[src/rtl/man_squeeze_ctrl.sv]
// Squeeze/charge controller for the jumping man: grows a squeeze counter while
// charging, latches the charge on release, then unwinds it as a rebound.
module man_squeeze_ctrl #(
  parameter int unsigned            STATE_W   = 3,
  parameter logic [STATE_W-1:0]     ACCU_CODE = STATE_W'(3),
  parameter int unsigned            TICK_DIV  = 1048576,
  parameter int unsigned            CNT_W     = 4,
  parameter int unsigned            MAX_CNT   = 15,
  parameter int unsigned            OUT_W     = 3,
  parameter int unsigned            REL_STEP  = 2
) (
  input  logic               clk_machine,
  input  logic               rst_machine,
  input  logic [STATE_W-1:0] i_state,
  input  logic               i_clear,
  output logic [OUT_W-1:0]   o_squeeze_level,
  output logic [CNT_W-1:0]   o_charge,
  output logic               o_charge_valid,
  output logic               o_full
);

  localparam int unsigned       PRESC_W    = (TICK_DIV > 1) ? $clog2(TICK_DIV) : 1;
  localparam logic [PRESC_W-1:0] PRESC_LAST = PRESC_W'(TICK_DIV - 1);
  localparam logic [CNT_W-1:0]  CNT_MAX    = CNT_W'(MAX_CNT);
  localparam logic [CNT_W-1:0]  CNT_STEP   = CNT_W'(REL_STEP);

  typedef enum logic [1:0] {
    S_IDLE,
    S_CHARGE,
    S_FULL,
    S_RELEASE
  } state_e;

  state_e             state_q;
  logic [PRESC_W-1:0] presc_q;
  logic [PRESC_W-1:0] presc_d;
  logic [CNT_W-1:0]   cnt_q;
  logic [CNT_W-1:0]   charge_q;
  logic               valid_q;
  logic               full_q;

  logic accu;
  logic tick;

  assign accu    = (i_state == ACCU_CODE);
  assign tick    = (presc_q == PRESC_LAST);
  assign presc_d = tick ? '0 : presc_q + PRESC_W'(1);

  // NOTE: all state below is updated with non-blocking assignments so every
  // branch reads the pre-edge values (e.g. o_charge latches cnt before a same-cycle tick).
  always_ff @(posedge clk_machine or negedge rst_machine) begin
    if (!rst_machine) begin
      state_q  <= S_IDLE;
      presc_q  <= '0;
      cnt_q    <= '0;
      charge_q <= '0;
      valid_q  <= 1'b0;
      full_q   <= 1'b0;
    end else if (i_clear) begin
      // Restart wins over everything, including a pending release pulse.
      state_q  <= S_IDLE;
      presc_q  <= '0;
      cnt_q    <= '0;
      charge_q <= '0;
      valid_q  <= 1'b0;
      full_q   <= 1'b0;
    end else begin
      valid_q <= 1'b0;
      presc_q <= presc_d;
      unique case (state_q)
        S_IDLE: begin
          cnt_q <= '0;
          if (accu) begin
            state_q <= S_CHARGE;
            presc_q <= '0;
          end
        end

        S_CHARGE: begin
          if (!accu) begin
            charge_q <= cnt_q;
            valid_q  <= 1'b1;
            state_q  <= S_RELEASE;
            presc_q  <= '0;
          end else if (tick) begin
            // Saturate rather than wrap, even if re-entered already at the top.
            if (cnt_q >= CNT_MAX - CNT_W'(1)) begin
              cnt_q   <= CNT_MAX;
              state_q <= S_FULL;
              full_q  <= 1'b1;
            end else begin
              cnt_q <= cnt_q + CNT_W'(1);
            end
          end
        end

        S_FULL: begin
          cnt_q  <= CNT_MAX;
          full_q <= accu;
          if (!accu) begin
            charge_q <= CNT_MAX;
            valid_q  <= 1'b1;
            state_q  <= S_RELEASE;
            presc_q  <= '0;
          end
        end

        S_RELEASE: begin
          if (accu) begin
            state_q <= S_CHARGE;
            presc_q <= '0;
          end else if (cnt_q == '0) begin
            state_q <= S_IDLE;
          end else if (tick) begin
            cnt_q <= (cnt_q > CNT_STEP) ? cnt_q - CNT_STEP : '0;
          end
        end

        default: state_q <= S_IDLE;
      endcase
    end
  end

  assign o_squeeze_level = cnt_q[CNT_W-1 -: OUT_W];
  assign o_charge        = charge_q;
  assign o_charge_valid  = valid_q;
  assign o_full          = full_q;

endmodule

[config.mk]
export PLATFORM = sky130hd
export DESIGN_NAME = man_squeeze_ctrl
export DESIGN_NICKNAME = d
export VERILOG_FILES = /design/src/rtl/man_squeeze_ctrl.sv
export SDC_FILE = /design/constraint.sdc
export NUM_CORES = 1
export LEC_CHECK = 0
export ABC_AREA = 1
export CORE_MARGIN = 5
export CORE_UTILIZATION = 50
export DETAILED_ROUTE_END_ITERATION = 8
export PLACE_DENSITY = 0.7
export SKIP_LAST_GASP = 1
export SLEW_MARGIN = 0
export SYNTH_ARGS = -nofsm -noshare
export SYNTH_HDL_FRONTEND = slang
export SYNTH_SLANG_ARGS = --single-unit
[constraint.sdc]
create_clock -name clk_machine -period 2.7 [get_ports clk_machine]
set_input_delay 0.675 -clock clk_machine [delete_from_list [all_inputs] [get_ports clk_machine]]
set_output_delay 0.675 -clock clk_machine [all_outputs]
set_load 0.005 [all_outputs]
==> impl_metrics.toml <==
[sta]
setup_viol = 0
tightest_slew_ns = 0.388
rsz0062_at_grt = "no"
slew_headroom_pct = 74.1
setup_tns_ns = 0
hold_violations = 0
finalCritPeriodShare_pct = 76.3
clock.fmax_mhz = 485
fin_crit_ns = 2.06
finalMaxSlewViolations = 0
worst_clock_skew_ns = 0.00131

[final_layout]
fill_cells = 375
final_cell_mix = "nand2_1, nor2_1, dfrtp_1, inv_1, o21ai_0"
finalInstanceArea_um2 = 2330
area_growth_pct = 13.5
drive_above_1_share_pct = 10.7
antenna_cells = 0
nets = 296
mostFrequentLayoutCell = "nand2_1"

[grt]
grt_remaining_overflow = 0
grt_usage_pct = 16.2
antenna_found_initial = 0
grt_pass1_vias = 1646
grt_max_degree = 33
grt_first_pass_wirelength_um = 6900

[min_path]
worstHoldPathCells = 1
min-delay-start = "presc_q[0]"
holdPathEnd = "presc_q[0]"
hp-class = "flip-flop to flip-flop"

[clock_network]
clock-sinks = 32
cts_root_buf = "clkbuf_8"
clkTransAtPathRegs_ns = 0.06
ctsHoldBuffers = 0
htreeDepth = 2
cts_tree = "done"
cts_resized = 0
post-cts-setup-buffer-count = 0
cts_buffers = 5
insertion_delay_ns = 0.28
clockBufferDepth = 2

[yosys]
ys_types = 30
yosys.area.top_type = "dfrtp_1"
synth_area_leaders = "dfrtp_1, nand2_1, ha_1"
ys_ff_latch = 32
synthCells = 260
yosys_warnings = 0
syn_area_per_cell_um2 = 7.88
synth_top_area_share_pct = 39.1
yosysSeqAreaShare_pct = 39.1
synth_area_um2 = 2050
syn_nets = 277

[drt]
drt_wl_total_um = 3920
drc = 0
ant_nets = 0
drtPass1Iterations = 4
wire_per_inst_um = 11.9
routed_via_density = 5.02
dr.first_iter.drc_count = 69
vias = 1657

[setup_path]
r2r-start = "cnt_q[0]"
cp_slowest_cell = "clkdlybuf4s50_1"
worstPathArrival_ns = 1.39
r2r_end = "state_q[1]"
r2r_slack_ns = 0.90
ff2ff_path_depth = 10
cpLargestDelayFamily = "buffers and inverters"
cpPeakStageDelay_ns = 0.57
crit_buf_inv = 1
crit_required_ns = 2.03
path_cells = "clkdlybuf4s50_1"
cp-end-kind = "output port"
cp-start-kind = "flip-flop"
crit_fanout = 10
critical_path_class = "flip-flop to output port"

[power_and_ir_drop]
vdd_ir_drop_max_mv = 0.440
p_leak_nw = 1.10
pwr_density_cell_nw_per_um2 = 734

[floorplanning]
dieArea_um2 = 5480
core_um2 = 4000
die_h_um = 74.0
row_count = 23
die_w_um = 74.0
ios = 15
start_util_pct = 51.2

[place]
place_area_um2 = 2230
gp_congestion = 0.843
dp_hpwl_um = 3030
io_buffer_count = 14

[status]
status = "completed"

[run]
drv_cap = 0
## kinds of logic after synthesis
family / count (synthesis) / share of synthesized area (%)
AND/OR/NAND/NOR: 132 / 31.2
AO/OA/AOI/OAI: 40 / 11.4
buffers and inverters: 35 / 7.33
flip-flops: 32 / 39.1
adder cells (fa/ha/maj): 11 / 6.72
XOR/XNOR: 10 / 4.27
## flip-flops by register name, summed over array words and instances (netlist names)
signal          flops
o_charge            4
state_q             2
presc_q            20
cnt_q               4
o_charge_valid      1
o_full              1
## how the worst max path moves through the flow
stage,startpoint,to,slack (ns),cells after the start
floorplan,i_state[1],presc_q[3],1.09,8
global placement,i_state[1],presc_q[2],0.46,9
detailed placement,i_state[1],presc_q[11],0.41,9
CTS,cnt_q[1],o_squeeze_level[0],0.62,1
global route,cnt_q[1],o_squeeze_level[0],0.54,1
finish,cnt_q[1],o_squeeze_level[0],0.64,1
## report_power, final
part	switching [mW]	internal [mW]	total [mW]
logic	0.402	0.293	0.695
registers	0.0817	0.555	0.637
clock network	0.171	0.203	0.374
total	0.655	1.05	1.71
## cell usage after synthesis (all sizes together)
| library cell | instances |
|---|---|
| nand3 | 14 |
| dfrtp | 32 |
| nand3b | 2 |
| a21oi | 11 |
| nor3 | 6 |
| or2 | 2 |
| a31oi | 5 |
| o211ai | 1 |
| buf | 4 |
| o21ai | 22 |
| nand4 | 4 |
| nor2 | 42 |
| a21o | 1 |
| inv | 31 |
| xnor2 | 2 |
| xor2 | 8 |
| ha | 11 |
| nand2 | 62 |
## routing by layer
| metal | up-vias | global-route usage [%] | share of wire (%) |
|---|---|---|---|
| met3 | 5 | 3.92 | 3.2 |
| li1 | 870 | - | - |
| met1 | 759 | 19.2 | 45 |
| met5 | - | 0 | 0 |
| met2 | 23 | 28.1 | 50 |
| met4 | 0 | 6.04 | 1.5 |
## area by class of cell
cell class / count / area, µm² / share of cell area, %
Clock buffer: 6 / 82.6 / 3.55
Clock inverter: 2 / 10.0 / 0.430
Inverter: 31 / 116 / 5.00
Multi-Input combinational cell: 193 / 1100 / 47.2
Sequential cell: 32 / 801 / 34.4
Tap cell: 50 / 62.6 / 2.69
Timing Repair Buffer: 16 / 155 / 6.67
## through the flow
stage | total power [mW] | setup slack, ns | hold slack [ns] | cells | util (%)
finish | 1.71 | 0.640 | 0.458 | 330 | 58.1
global route | 1.86 | 0.544 | 0.504 | 330 | 58.1
CTS | 1.73 | 0.619 | 0.465 | 330 | 58.1
detailed placement | 1.35 | 0.409 | 0.456 | 322 | 55.8
global placement | 1.34 | 0.457 | 0.453 | 322 | 55.8
floorplan | 1.12 | 1.09 | 0.379 | 260 | -
(Power assumes the default switching activity.)
